===== src/rtl/i2c_mem_sequencer.sv =====
// I2C master sequencer for single-byte memory writes and random reads over an
// open-drain SCL/SDA pair; one command in flight, single-cycle response strobe.
module i2c_mem_sequencer #(
  parameter int CLK_DIV = 4
) (
  input  logic       clk,
  input  logic       rst,
  input  logic       cmd_valid,
  output logic       cmd_ready,
  input  logic       cmd_rw,
  input  logic [6:0] cmd_dev,
  input  logic [7:0] cmd_addr,
  input  logic [7:0] cmd_wdata,
  output logic       rsp_valid,
  output logic [7:0] rsp_rdata,
  output logic       rsp_nack,
  output logic       busy,
  output logic       scl,
  output logic       sda_oe,
  input  logic       sda_in
);

  localparam int DW = $clog2(CLK_DIV);
  localparam logic [DW-1:0] DMAX = DW'(CLK_DIV - 1);

  typedef enum logic [3:0] {
    IDLE, START, SEND_BYTE, GET_ACK, RSTART, READ_BYTE, SEND_NACK, STOP, DONE
  } state_t;

  state_t        state_q, state_d;
  logic [DW-1:0] div_q, div_d;
  logic [1:0]    qtr_q, qtr_d;
  logic [2:0]    bit_q, bit_d;
  logic [1:0]    step_q, step_d;
  logic          rw_q, rw_d;
  logic [6:0]    dev_q, dev_d;
  logic [7:0]    addr_q, addr_d, wdata_q, wdata_d;
  logic [7:0]    tx_q, tx_d, rx_q, rx_d;
  logic          nack_q, nack_d;
  logic          scl_q, scl_d, oe_q, oe_d;
  logic          rsp_valid_q, rsp_valid_d, rsp_nack_q, rsp_nack_d;
  logic [7:0]    rsp_rdata_q, rsp_rdata_d;
  logic          busy_q, busy_d, ready_q, ready_d;
  logic          sample, sym_end, scl_mid;

  assign cmd_ready = ready_q;
  assign rsp_valid = rsp_valid_q;
  assign rsp_rdata = rsp_rdata_q;
  assign rsp_nack  = rsp_nack_q;
  assign busy      = busy_q;
  assign scl       = scl_q;
  assign sda_oe    = oe_q;

  always_comb begin
    state_d     = state_q;
    div_d       = div_q;
    qtr_d       = qtr_q;
    bit_d       = bit_q;
    step_d      = step_q;
    rw_d        = rw_q;
    dev_d       = dev_q;
    addr_d      = addr_q;
    wdata_d     = wdata_q;
    tx_d        = tx_q;
    rx_d        = rx_q;
    nack_d      = nack_q;
    rsp_nack_d  = rsp_nack_q;
    rsp_rdata_d = rsp_rdata_q;
    sample      = (div_q == DMAX) && (qtr_q == 2'd1);
    sym_end     = (div_q == DMAX) && (qtr_q == 2'd3);

    if (state_q != IDLE && state_q != DONE) begin
      if (div_q == DMAX) begin
        div_d = '0;
        qtr_d = qtr_q + 2'd1;
      end else begin
        div_d = div_q + 1'b1;
      end
    end

    unique case (state_q)
      IDLE: if (cmd_valid && ready_q) begin
        state_d = START;
        rw_d    = cmd_rw;
        dev_d   = cmd_dev;
        addr_d  = cmd_addr;
        wdata_d = cmd_wdata;
        tx_d    = {cmd_dev, 1'b0};
        step_d  = 2'd0;
        nack_d  = 1'b0;
        bit_d   = '0;
        div_d   = '0;
        qtr_d   = '0;
      end
      START: if (sym_end) state_d = SEND_BYTE;
      SEND_BYTE: if (sym_end) begin
        tx_d  = {tx_q[6:0], 1'b0};
        bit_d = bit_q + 3'd1;
        if (bit_q == 3'd7) state_d = GET_ACK;
      end
      GET_ACK: begin
        if (sample) nack_d = sda_in;
        // step_q tracks which byte was just acknowledged: dev-w, mem addr, data/dev-r
        if (sym_end) begin
          if (nack_q) begin
            state_d = STOP;
          end else begin
            unique case (step_q)
              2'd0: begin
                tx_d    = addr_q;
                step_d  = 2'd1;
                state_d = SEND_BYTE;
              end
              2'd1: begin
                if (rw_q) begin
                  state_d = RSTART;
                end else begin
                  tx_d    = wdata_q;
                  step_d  = 2'd2;
                  state_d = SEND_BYTE;
                end
              end
              default: state_d = rw_q ? READ_BYTE : STOP;
            endcase
          end
        end
      end
      RSTART: if (sym_end) begin
        tx_d    = {dev_q, 1'b1};
        step_d  = 2'd2;
        state_d = SEND_BYTE;
      end
      READ_BYTE: begin
        if (sample) rx_d = {rx_q[6:0], sda_in};
        if (sym_end) begin
          bit_d = bit_q + 3'd1;
          if (bit_q == 3'd7) state_d = SEND_NACK;
        end
      end
      SEND_NACK: if (sym_end) state_d = STOP;
      STOP: if (sym_end) begin
        state_d    = DONE;
        rsp_nack_d = nack_q;
        if (nack_q) rsp_rdata_d = '0;
        else if (rw_q) rsp_rdata_d = rx_q;
      end
      DONE: state_d = IDLE;
      default: state_d = IDLE;
    endcase

    // Bus levels are derived from the next position so the registered pins line up with it
    scl_mid = (qtr_d == 2'd1) || (qtr_d == 2'd2);
    scl_d   = 1'b1;
    oe_d    = 1'b0;
    unique case (state_d)
      START, RSTART: begin
        scl_d = scl_mid;
        oe_d  = qtr_d[1];
      end
      SEND_BYTE: begin
        scl_d = scl_mid;
        oe_d  = ~tx_d[7];
      end
      GET_ACK, READ_BYTE, SEND_NACK: scl_d = scl_mid;
      STOP: begin
        scl_d = (qtr_d != 2'd0);
        oe_d  = ~qtr_d[1];
      end
      default: ;
    endcase

    rsp_valid_d = (state_d == DONE);
    busy_d      = (state_d != IDLE);
    ready_d     = (state_d == IDLE);
  end

  always_ff @(posedge clk or posedge rst) begin
    if (rst) begin
      state_q     <= IDLE;
      div_q       <= '0;
      qtr_q       <= '0;
      bit_q       <= '0;
      step_q      <= '0;
      rw_q        <= 1'b0;
      dev_q       <= '0;
      addr_q      <= '0;
      wdata_q     <= '0;
      tx_q        <= '0;
      rx_q        <= '0;
      nack_q      <= 1'b0;
      scl_q       <= 1'b1;
      oe_q        <= 1'b0;
      rsp_valid_q <= 1'b0;
      rsp_nack_q  <= 1'b0;
      rsp_rdata_q <= '0;
      busy_q      <= 1'b0;
      ready_q     <= 1'b0;
    end else begin
      state_q     <= state_d;
      div_q       <= div_d;
      qtr_q       <= qtr_d;
      bit_q       <= bit_d;
      step_q      <= step_d;
      rw_q        <= rw_d;
      dev_q       <= dev_d;
      addr_q      <= addr_d;
      wdata_q     <= wdata_d;
      tx_q        <= tx_d;
      rx_q        <= rx_d;
      nack_q      <= nack_d;
      scl_q       <= scl_d;
      oe_q        <= oe_d;
      rsp_valid_q <= rsp_valid_d;
      rsp_nack_q  <= rsp_nack_d;
      rsp_rdata_q <= rsp_rdata_d;
      busy_q      <= busy_d;
      ready_q     <= ready_d;
    end
  end

endmodule


===== config.mk =====
export PLATFORM = sky130hd
export DESIGN_NAME = i2c_mem_sequencer
export DESIGN_NICKNAME = d
export VERILOG_FILES = /design/src/rtl/i2c_mem_sequencer.sv
export SDC_FILE = /design/constraint.sdc
export NUM_CORES = 1
export LEC_CHECK = 0
export CAP_MARGIN = 20
export CORE_UTILIZATION = 23
export DETAILED_ROUTE_END_ITERATION = 6
export GPL_TIMING_DRIVEN = 1
export SLEW_MARGIN = 20
export SYNTH_ARGS = -nofsm -noshare
export SYNTH_HDL_FRONTEND = slang
export SYNTH_SLANG_ARGS = --single-unit

===== constraint.sdc =====
create_clock -name clk -period 6.8 [get_ports clk]
set_clock_uncertainty 0.15 [all_clocks]
set_input_delay 2.04 -clock clk [delete_from_list [all_inputs] [get_ports clk]]
set_output_delay 2.04 -clock clk [all_outputs]
set_load 0.05 [all_outputs]

; After elaboration in Yosys (flattened, before gate mapping)
; Index checks and enable logic that the tools add are counted.
[word_totals]
ff_bits = 68
output_inout_bits = 14
[op_classes]
addsub = 3
eq_ne = 32
muxes = 47
n_bitwise = 2
reduce_logical = 28
[op_table]
columns = operator, count
row1 = 2-to-1 mux 8 bit, 8
row2 = 2-to-1 mux 4 bit, 9
row3 = "equality test 4 x 3 -> 1 bit, second input constant", 8
row4 = case mux 8 bit (4 select lines), 1
row5 = 2-to-1 mux 2 bit, 14
row6 = case mux 4 bit (7 select lines), 1
row7 = "equality test 4 x 2 -> 1 bit, second input constant", 4
row8 = case mux 8 bit (2 select lines), 1
row9 = 2-to-1 mux 3 bit, 4
row10 = "!= test 2 bit, second input constant", 6
row11 = case mux 3 bit (2 select lines), 2
row12 = nonzero test 4 bit, 3
row13 = AND reduction 3 bit, 3
row14 = "equality test 4 x 1 -> 1 bit, second input constant", 2
row15 = zero test 4 bit, 2
row16 = AND reduction 8 bit, 1
row17 = nonzero test 2 bit, 4
row18 = AND reduction 7 bit, 1
row19 = "equality test 2 x 1 -> 1 bit, second input constant", 3
row20 = "equality test 2 bit, second input constant", 3
row21 = case mux 2 bit (3 select lines), 1
row22 = AND reduction 2 bit, 3
row23 = OR reduction 2 bit, 3
row24 = OR reduction 6 bit, 1
row25 = other kinds (17), 24

; Logic depth before layout (Yosys ltp)
; Gate-level depths: netlist of run 1.
[logic_depth]
depth_word = 8
depth_mapped = 10
ltp_nobuf = 9

; Worst setup path before layout of run 1
; Ideal clock, no wire load.
[synth_path]
path_type = input -> register
startpoint = input cmd_valid
endpoint = register scl_q (netlist: scl)
setup_ns = 0.085
arrival_time_ns = 3.370
t_required_ns = 6.565
slack_ns = 3.194
path_stages = 9
cell_sequence = and4bb_1 -> and2_1 -> clkbuf_1 -> nor2_1 -> inv_1 -> ha_1 -> and2_1 -> mux2i_1 -> a22oi_1
[synth_between]
elab_chain_len = 6
[synth_rtl]
columns = item, line
row1 = "start, declared", 8  ; input logic cmd_valid,
row2 = logical AND 1 bit (*), 82  ; IDLE: if (cmd_valid && ready_q) begin
row3 = 2-to-1 mux 2 bit (*), 82
row4 = 2-to-1 mux 2 bit (*), 81  ; unique case (state_q)
row5 = via qtr_d[0], 32  ; logic [1:0] qtr_q, qtr_d;
row6 = equality test 2 x 1 -> 1 bit or equality test 2 bit (tied branches), 152  ; scl_mid = (qtr_d == 2'd1) || (qtr_d == 2'd2);
row7 = logical OR 1 bit, 152
row8 = case mux 1 bit (2 select lines) (*), 155  ; unique case (state_d)
row9 = via scl_d, 40  ; logic scl_q, scl_d, oe_q, oe_d;
row10 = "end signal, assigned", 211  ; scl_q <= scl_d;
row11 = "end, declared", 40
; Mark *: on every way through the listed nets, which the timed path passes. The rest lies on a longest branch.
; A chain may end at the register's enable or synchronous reset.

; Final worst setup path of run 1
; Same ends and word-level chain as after synthesis.

==> results.py, run 1 <==
metrics = {
    "timing": {
        "fin_crit_sh_pct": 64.13,
        "fin_setup_tns_ns": 0,
        "rsz0062_at_grt": "no",
        "worst_pin_slew_ns": 0.9081,
        "fin_hold_ws_ns": 0.3149,
        "relSlewSlack_pct": 39.46,
        "fmax_mhz": 229.3,
        "finalCriticalPeriod_ns": 4.361,
        "setup_viol": 0,
        "final-hold-violation-count": 0,
        "maxSlewViolCount": 0,
    },
    "place": {
        "hpwlAfterDp_um": 5839,
        "port_buffers": 41,
        "gp_congestion": 0.8609,
    },
    "worst_hold_path": {
        "worstHoldPathType": "register to register",
    },
    "route": {
        "ant_nets": 0,
        "drc": 0,
        "post_drt_wl_per_cell_um": 13.83,
        "drt_iter0_drc": 214,
        "firstDrtPassIters": 5,
        "vias": 2822,
        "via_per_inst": 4.711,
        "routed_wl_um": 8285,
    },
    "worst_setup_path": {
        "critPathMaxFanout": 26,
        "arrival_ns": 4.47,
        "worstSetupPathDepth": 9,
        "reg2regPathDepth": 8,
        "crit_path_end": "scl",
        "worstSetupStartpointType": "primary input",
        "path_common_cell": "and2_1",
        "startpoint": "cmd_valid",
        "worstSetupEndpointType": "register",
        "worstReg2RegStart": "state_q[0]",
        "cp_cell_sequence": "clkdlybuf4s50_1 -> and4bb_1 -> and2_1 -> nor2_1 -> inv_1 -> ha_1 -> and2_1 -> mux2i_1 -> a22oi_1",
        "critPathBufInv": 2,
        "reg2reg_slack_ns": 3.85,
        "worstPathRequired_ns": 6.91,
        "path_class": "primary input to register",
        "critPathSlowestCell": "and2_1",
        "max_stage_delay_ns": 0.75,
        "crit_family": "simple AND/OR/NAND/NOR gates",
        "worstReg2RegEnd": "scl",
    },
    "cts": {
        "root_buffer": "clkbuf_16",
        "cts_tree": "yes",
        "clk_path_buf_depth": 2,
        "path_clk_slew_ns": 0.06,
        "ctsHtreeMaxLevel": 3,
        "clock-sinks": 68,
        "numCtsBuffers": 9,
        "clock_latency_ns": 0.34,
        "postCtsSetupBuffers": 0,
        "hold_buffers": 0,
        "post_cts_resized": 0,
    },
    "logic_synthesis": {
        "syn_avg_cell_area_um2": 9.116,
        "synthMuxAreaShare_pct": 4.720,
        "synthAdderAreaFrac_pct": 2.179,
        "ys.flop_type": "dfrtp_1",
        "syn_inst": 378,
        "synth_cell_types": 55,
        "synth_top_family_by_area": "simple AND/OR/NAND/NOR gates",
        "yosysSeqAreaShare_pct": 49.42,
        "ys_warn_count": 0,
        "synth_edf_count": 0,
        "async_reset_ff_share_pct": 100.0,
        "synth-seq-cells": 68,
        "synth_xor_area_share_pct": 0.2542,
        "syn_area_um2": 3446,
        "yosys.area_share.simple_pct": 26.51,
        "syn_nets": 412,
        "synth_compound_area_share_pct": 13.11,
    },
    "pwr": {
        "power_frac_clock_pct": 25.9,
        "swShare_pct": 37.91,
        "seqPwrFrac_pct": 40.8,
        "p_leak_uw": 0.001920,
        "p_int_uw": 1018,
        "pwr-share-comb_pct": 33.3,
        "irDropWorstVdd_mv": 0.1701,
        "p_per_area_nw_per_um2": 384.2,
        "switchingPower_uw": 621.7,
        "p_total_uw": 1640,
    },
    "global_route": {
        "track_usage_pct": 11.04,
        "overflow": 0,
        "grt_max_degree": 45,
        "grt_pass1_vias": 2762,
        "grt_pass1_wl_um": 13720,
        "antenna_found_initial": 0,
    },
    "status": {
        "status": "completed",
    },
    "die": {
        "start_util_pct": 23.62,
        "rows": 44,
        "die_x_um": 124.4,
        "die_area_um2": 15480,
        "die_h_um": 124.4,
        "pin_count": 42,
        "coreArea_um2": 14590,
    },
    "final_layout": {
        "num_antenna_cells": 0,
        "mostFrequentLayoutCells": "nand2_1, dfrtp_1, clkdlybuf4s50_1",
        "final_common_cell": "nand2_1",
        "area_growth_pct": 23.86,
        "drive_gt1_share_pct": 8.675,
        "nets": 444,
    },
    "job": {
        "cap_violations": 0,
    },
}
[synthesized netlist by cell type, drive strengths merged, types with 2 or more instances]
library cell / number / area [um2]
a211o: 3 / 26.28
a21oi: 17 / 85.08
a22oi: 3 / 22.52
a31oi: 9 / 56.30
a32oi: 2 / 17.52
and2: 5 / 31.28
and3: 2 / 12.51
and4bb: 2 / 25.02
buf: 11 / 60.06
clkbuf: 10 / 37.54
dfrtp: 67 / 1677
ha: 6 / 75.07
inv: 9 / 33.78
mux2: 10 / 112.6
mux2i: 5 / 50.05
nand2: 109 / 414.2
nand2b: 4 / 25.02
nand3: 8 / 40.04
nand4: 7 / 43.79
nand4bb: 2 / 22.52
nor2: 19 / 71.32
nor2b: 22 / 145.1
nor3: 5 / 35.03
nor4: 2 / 12.51
o21ai: 15 / 75.07
o31a: 2 / 17.52
[worst min path at each step]
stage | end | cells after the start | slack (ns) | startpoint
floorplan | addr_q[0] | 2 | 0.29 | addr_q[0]
global placement | dev_q[5] | 2 | 0.31 | dev_q[5]
detailed placement | addr_q[1] | 2 | 0.31 | addr_q[1]
CTS | addr_q[1] | 2 | 0.32 | addr_q[1]
global route | addr_q[6] | 2 | 0.35 | addr_q[6]
finish | addr_q[1] | 2 | 0.31 | addr_q[1]
[worst reg2reg max path: stages, from the launching register on]
cell      delay, ns
dfrtp_1        0.63
and4bb_1       0.46
and2_1         0.75
nor2_1         0.15
inv_1          0.10
ha_1           0.23
and2_1         0.15
mux2i_1        0.15
a22oi_1        0.11
[logic make-up after synthesis]
kind of cell,after synthesis
simple gates,191
flops,68
compound gates,67
buf+inv,30
mux,15
fa+ha+maj,6
xor+xnor,1
[area by class of cell]
type | instances | area (um2)
Multi-Input combinational cell | 280 | 1612
Clock buffer | 12 | 246.5
Clock inverter | 4 | 25.02
Sequential cell | 68 | 1703
Inverter | 9 | 33.78
Tap cell | 184 | 230.2
Timing Repair Buffer | 42 | 417.9
Fill cell | 1523 | 10320
[routing by layer]
layer  GRT usage (%)  wire length [um]  vias up
met5               0                 0        -
met1           14.90              3844     1336
met2           16.44              3770      105
met4           4.819               180        0
li1                -                 -     1359
met3           3.007               491       22
[flip-flops by register name, indices dropped and copies added (netlist names), 2 cells and up]
register   cells
rsp_rdata      8
bit_q          3
wdata_q        8
state_q        4
addr_q         8
rx_q           8
dev_q          7
qtr_q          2
div_q          2
step_q         2
tx_q           8
[metrics by stage]
step	std cells	instance area (um2)	util, %	setup slack (ns)
after global placement	583	3996	27.39	2.130
after CTS	599	4268	29.25	2.446
after floorplan	378	3446	-	2.900
after detailed placement	583	3996	27.39	2.092
after global routing	599	4268	29.25	2.292
final	599	4268	29.25	2.439
[power groups by stage]
stage | sequential [uW] | combinational (uW) | clock [uW]
CTS | 667 | 549 | 433
global route | 689 | 608 | 455
finish | 669 | 546 | 425
detailed placement | 674 | 547 | 0
global placement | 667 | 530 | 0
floorplan | 633 | 438 | 0
Power figures use the tool's default switching activity.
==> run 2: changes to the inputs <==
clock period = 3.9 ns   (was 6.8 ns; I/O delays follow)
==> run 2 against run 1 <==
Net effect: worst hold slack gained 0.0033 ns; combinational power grew 74%; count of clock-buffer cells in the layout grew 1; largest cell class unchanged.
==> results.py, run 2 (synthesis gave the netlist of run 1 again) <==
metrics = {
    "worst_setup_path": {
        "worstSetupEndpointType": "output port",
        "worstPathRequired_ns": 2.58,
        "worstSetupStartpointType": "register",
        "worstSetupPathDepth": 1,
        "max_stage_delay_ns": 0.80,
        "critPathBufInv": 1,
        "path_class": "register to output port",
        "cp_cell_sequence": "clkdlybuf4s50_1",
        "critPathMaxFanout": 1,
        "arrival_ns": 1.64,
        "critPathSlowestCell": "clkdlybuf4s50_1",
        "reg2regPathDepth": 4,
        "crit_family": "buffers and inverters",
    },
    "route": {
        "drt_iter0_drc": 199,
        "via_per_inst": 4.621,
        "firstDrtPassIters": 4,
        "ant_nets": 0,
        "post_drt_wl_per_cell_um": 13.25,
        "routed_wl_um": 7961,
        "vias": 2777,
        "drc": 0,
    },
    "cts": {
        "root_buffer": "clkbuf_16",
        "clock_latency_ns": 0.33,
        "path_clk_slew_ns": 0.05,
        "hold_buffers": 0,
        "ctsHtreeMaxLevel": 3,
        "clk_path_buf_depth": 2,
        "numCtsBuffers": 9,
        "clock-sinks": 68,
        "post_cts_resized": 0,
        "postCtsSetupBuffers": 0,
        "cts_tree": "yes",
    },
    "die": {
        "coreArea_um2": 14590,
        "pin_count": 42,
        "die_x_um": 124.4,
        "die_h_um": 124.4,
        "start_util_pct": 23.62,
        "die_area_um2": 15480,
        "rows": 44,
    },
    "worst_hold_path": {
        "hold_depth": 2,
        "worstHoldPathType": "register to register",
    },
    "status": {
        "status": "completed",
    },
    "timing": {
        "maxSlewViolCount": 0,
        "fin_setup_tns_ns": 0,
        "fin_crit_sh_pct": 75.92,
        "final-hold-violation-count": 0,
        "worst_pin_slew_ns": 0.7997,
        "setup_viol": 0,
        "relSlewSlack_pct": 46.69,
        "rsz0062_at_grt": "no",
        "fmax_mhz": 337.8,
        "finalCriticalPeriod_ns": 2.961,
    },
    "global_route": {
        "overflow": 0,
        "grt_max_degree": 39,
        "track_usage_pct": 10.92,
        "grt_pass1_wl_um": 13670,
        "grt_pass1_vias": 2728,
        "antenna_found_initial": 0,
    },
    "pwr": {
        "p_total_uw": 2902,
        "p_leak_uw": 0.001945,
        "p_per_area_nw_per_um2": 674.3,
        "irDropWorstVdd_mv": 0.2539,
    },
    "final_layout": {
        "final_common_cell": "nand2_1",
        "mostFrequentLayoutCells": "nand2_1, dfrtp_1, clkdlybuf4s50_1",
        "area_growth_pct": 24.91,
        "drive_gt1_share_pct": 8.873,
        "nets": 447,
        "num_antenna_cells": 0,
    },
    "place": {
        "port_buffers": 41,
        "gp_congestion": 0.8382,
        "hpwlAfterDp_um": 5690,
    },
    "job": {
        "cap_violations": 0,
    },
}
==> run 2: cell types whose count changed in the layout (fill, tap and decap cells not counted), sizes merged <==
| cell | before | now |
|---|---|---|
| buf | 1 | 4 |
| bufinv | 0 | 1 |
| clkbuf | 12 | 13 |
| clkinv | 2 | 1 |
| clkinvlp | 2 | 0 |
==> run 2: power by group <==
part	internal [uW]	switching, uW	leakage (uW)
Combinational	407	542	0.000914
Clock	508	278	0.000140
Sequential	931	236	0.000891
Total	1850	1060	0.00195
==> run 2: cell type report <==
class                      count  area [um2]
sequential                    68        1703
inverter                       9       33.78
fill                        1503       10280
clock inverter                 2       35.03
clock buffer                  13       250.2
tap                          184       230.2
multi-input combinational    280        1612
timing repair buffer          45       440.4
==> run 2: stage by stage <==
step | setup WS [ns] | area, um2 | hold WS [ns] | cells | utilization (%)
final | 0.9393 | 4304 | 0.3182 | 601 | 29.50
after global routing | 0.9034 | 4304 | 0.3390 | 601 | 29.50
after CTS | 0.9091 | 4304 | 0.3218 | 601 | 29.50
after detailed placement | 0.6724 | 4019 | 0.3087 | 586 | 27.55
after global placement | 0.6988 | 4019 | 0.3090 | 586 | 27.55
after floorplan | 0.8701 | 3446 | 0.2879 | 378 | -
==> run 2: worst paths after layout <==
kind | from | to | slack [ns]
setup / recovery | scl | scl | 0.94
hold / removal | addr_q[1] | addr_q[1] | 0.32
setup reg to reg | state_q[0] | tx_q[0] | 1.38
hold reg to reg | addr_q[1] | addr_q[1] | 0.32
max in group asynchronous | rst | bit_q[2] | 2.12
min in group asynchronous | rst | rx_q[5] | 1.11
==> run 2: worst reg2reg max path, cell delays in order, from the launching register on <==
cell and delay, ns:
dfrtp_1 0.77, nor3_2 0.20, a21o_1 0.27, or4_1 0.68, a211o_1 0.34
==> run 2: routing by layer <==
layer / global-route usage, % / part of all wire, % / up-vias
li1: - / - / 1369
met1: 14.80 / 47 / 1322
met2: 16.80 / 47 / 81
met3: 2.405 / 5.3 / 5
met4: 4.323 / 0.52 / 0
met5: 0 / 0 / -
==> run 3: changes to the inputs <==
clock period = 2.63 ns   (was 3.9 ns; I/O delays follow)
==> run 3 against run 2 <==
Net effect: critical path depth unchanged; setup slack worse by 0.81 ns; first-iteration DRC count rose by 10%; clock power up 58%; worst hold slack improved by 0.0066 ns; sequential share of layout area fell by 0.98 points; non-clock buffer count increased by 9; cell count grew 1.7%; die area stayed put; wire length increased by 0.54%; final area is 2.5% higher; critical path type unchanged; critical endpoint is now cmd_ready; largest cell class unchanged; largest power group unchanged; highest routed layer unchanged.
==> results.py, run 3 (synthesis gave the netlist of run 1 again) <==
metrics = {
    "global_route": {
        "overflow": 0,
        "grt_pass1_wl_um": 13890,
        "grt_pass1_vias": 2800,
        "grt_max_degree": 69,
        "antenna_found_initial": 0,
        "track_usage_pct": 11.16,
    },
    "cts": {
        "path_clk_slew_ns": 0.06,
        "postCtsSetupBuffers": 0,
        "clock_latency_ns": 0.33,
        "ctsHtreeMaxLevel": 3,
        "clk_path_buf_depth": 2,
        "cts_tree": "yes",
        "numCtsBuffers": 9,
        "root_buffer": "clkbuf_16",
        "hold_buffers": 0,
        "clock-sinks": 68,
    },
    "route": {
        "ant_nets": 0,
        "vias": 2787,
        "firstDrtPassIters": 4,
        "post_drt_wl_per_cell_um": 13.10,
        "drc": 0,
        "routed_wl_um": 8004,
        "drt_iter0_drc": 219,
        "via_per_inst": 4.561,
    },
    "worst_setup_path": {
        "reg2regPathDepth": 6,
        "worstPathRequired_ns": 1.69,
        "crit_family": "buffers and inverters",
        "worstReg2RegEnd": "sda_oe",
        "cp_cell_sequence": "clkdlybuf4s50_1",
        "arrival_ns": 1.57,
        "path_class": "register to output port",
        "critPathSlowestCell": "clkdlybuf4s50_1",
        "worstReg2RegStart": "qtr_q[0]",
        "max_stage_delay_ns": 0.83,
        "critPathMaxFanout": 4,
        "reg2reg_slack_ns": 0.24,
        "worstSetupEndpointType": "output port",
        "critPathBufInv": 1,
        "worstSetupStartpointType": "register",
    },
    "die": {
        "die_h_um": 124.4,
        "rows": 44,
        "pin_count": 42,
        "die_area_um2": 15480,
        "coreArea_um2": 14590,
        "start_util_pct": 23.62,
        "die_x_um": 124.4,
    },
    "final_layout": {
        "final_core_util_pct": 30.25,
        "mostFrequentLayoutCells": "nand2_1, dfrtp_1, clkdlybuf4s50_1",
        "multi_input_area_um2": 1614,
        "final_cells": 611,
        "area_growth_pct": 28.07,
        "seqCellArea_um2": 1703,
        "final_common_cell": "nand2_1",
        "num_antenna_cells": 0,
        "nets": 456,
        "fillers": 1485,
        "drive_gt1_share_pct": 12.18,
    },
    "pwr": {
        "p_leak_uw": 0.001995,
        "pwr-share-comb_pct": 34.9,
        "p_int_uw": 2836,
        "seqPwrFrac_pct": 37.4,
        "p_per_area_nw_per_um2": 1016,
        "switchingPower_uw": 1645,
        "irDropWorstVdd_mv": 0.3426,
        "swShare_pct": 36.71,
        "power_frac_clock_pct": 27.6,
    },
    "timing": {
        "worst_pin_slew_ns": 0.6486,
        "rsz0062_at_grt": "no",
        "maxSlewViolCount": 0,
        "fin_crit_sh_pct": 95.26,
        "fmax_mhz": 399.2,
        "fin_ws_ns": 0.1248,
        "setup_viol": 0,
        "final-hold-violation-count": 0,
        "fin_hold_ws_ns": 0.3249,
        "finalCriticalPeriod_ns": 2.505,
        "relSlewSlack_pct": 56.76,
    },
    "worst_hold_path": {
        "min_from": "addr_q[0]",
        "hold_depth": 2,
        "worstHoldPathType": "register to register",
        "worstHoldEndpoint": "addr_q[0]",
    },
    "job": {
        "cap_violations": 0,
    },
    "place": {
        "dpl.cell_count": 595,
        "gp_congestion": 0.7962,
        "hpwlAfterDp_um": 5689,
        "dpl_worst_slack_ns": -0.1523,
        "port_buffers": 41,
    },
    "status": {
        "status": "completed",
    },
}
[run 3: changes by cell type in the layout (fill, tap and decap cells not counted), sizes merged]
cell,before,now
buf,4,14
clkbuf,13,10
clkdlybuf4s50,41,40
clkinvlp,0,3
inv,9,10
[run 3: how the worst max path moves through the flow]
stage	from	endpoint	slack [ns]	cells after the start
floorplan	cmd_valid	scl	0.28	9
global placement	cmd_valid	scl	-0.08	9
detailed placement	cmd_valid	scl	-0.15	9
CTS	cmd_ready	cmd_ready	0.09	1
global route	cmd_ready	cmd_ready	0.08	1
finish	cmd_ready	cmd_ready	0.12	1
[run 3: power by group through the flow]
stage / Sequential [uW] / Clock, uW / Combinational, uW
global route: 1720 / 1330 / 1770
global placement: 1680 / 0 / 1530
floorplan: 1640 / 0 / 1130
CTS: 1680 / 1280 / 1570
detailed placement: 1690 / 0 / 1570
finish: 1680 / 1240 / 1560
[run 3: final cells by class]
| cell class | count | area share, % |
|---|---|---|
| clock buffers | 10 | 5.415 |
| clock inverters | 6 | 1.616 |
| flip-flops and latches | 68 | 38.59 |
| well taps | 184 | 5.217 |
| multi-input cells | 280 | 36.58 |
| repair buffers | 54 | 11.74 |
| inverters | 9 | 0.8506 |
[run 3: repair_timing]
item                                   in CTS  in global routing
resized for setup                           0                  1
setup endpoints to repair                   0                  4
endpoints found under the hold margin       0                  0
[run 3: metrics by stage]
stage,cell area [um2],total power (uW),TNS (ns)
2_1_floorplan,3450,2771,0
3_3_place_gp,4100,3210,-0.4953
3_5_place_dp,4100,3260,-0.7414
4_1_cts,4410,4530,0
5_1_grt,4413,4815,0
6_report,4413,4481,0
[run 3: routing by layer]
layer	track usage [%]	routed length (um)	vias up
met3	2.835	346	10
met1	14.92	3923	1318
met4	4.890	137	0
met2	16.93	3597	70
met5	0	0	-
li1	-	-	1389
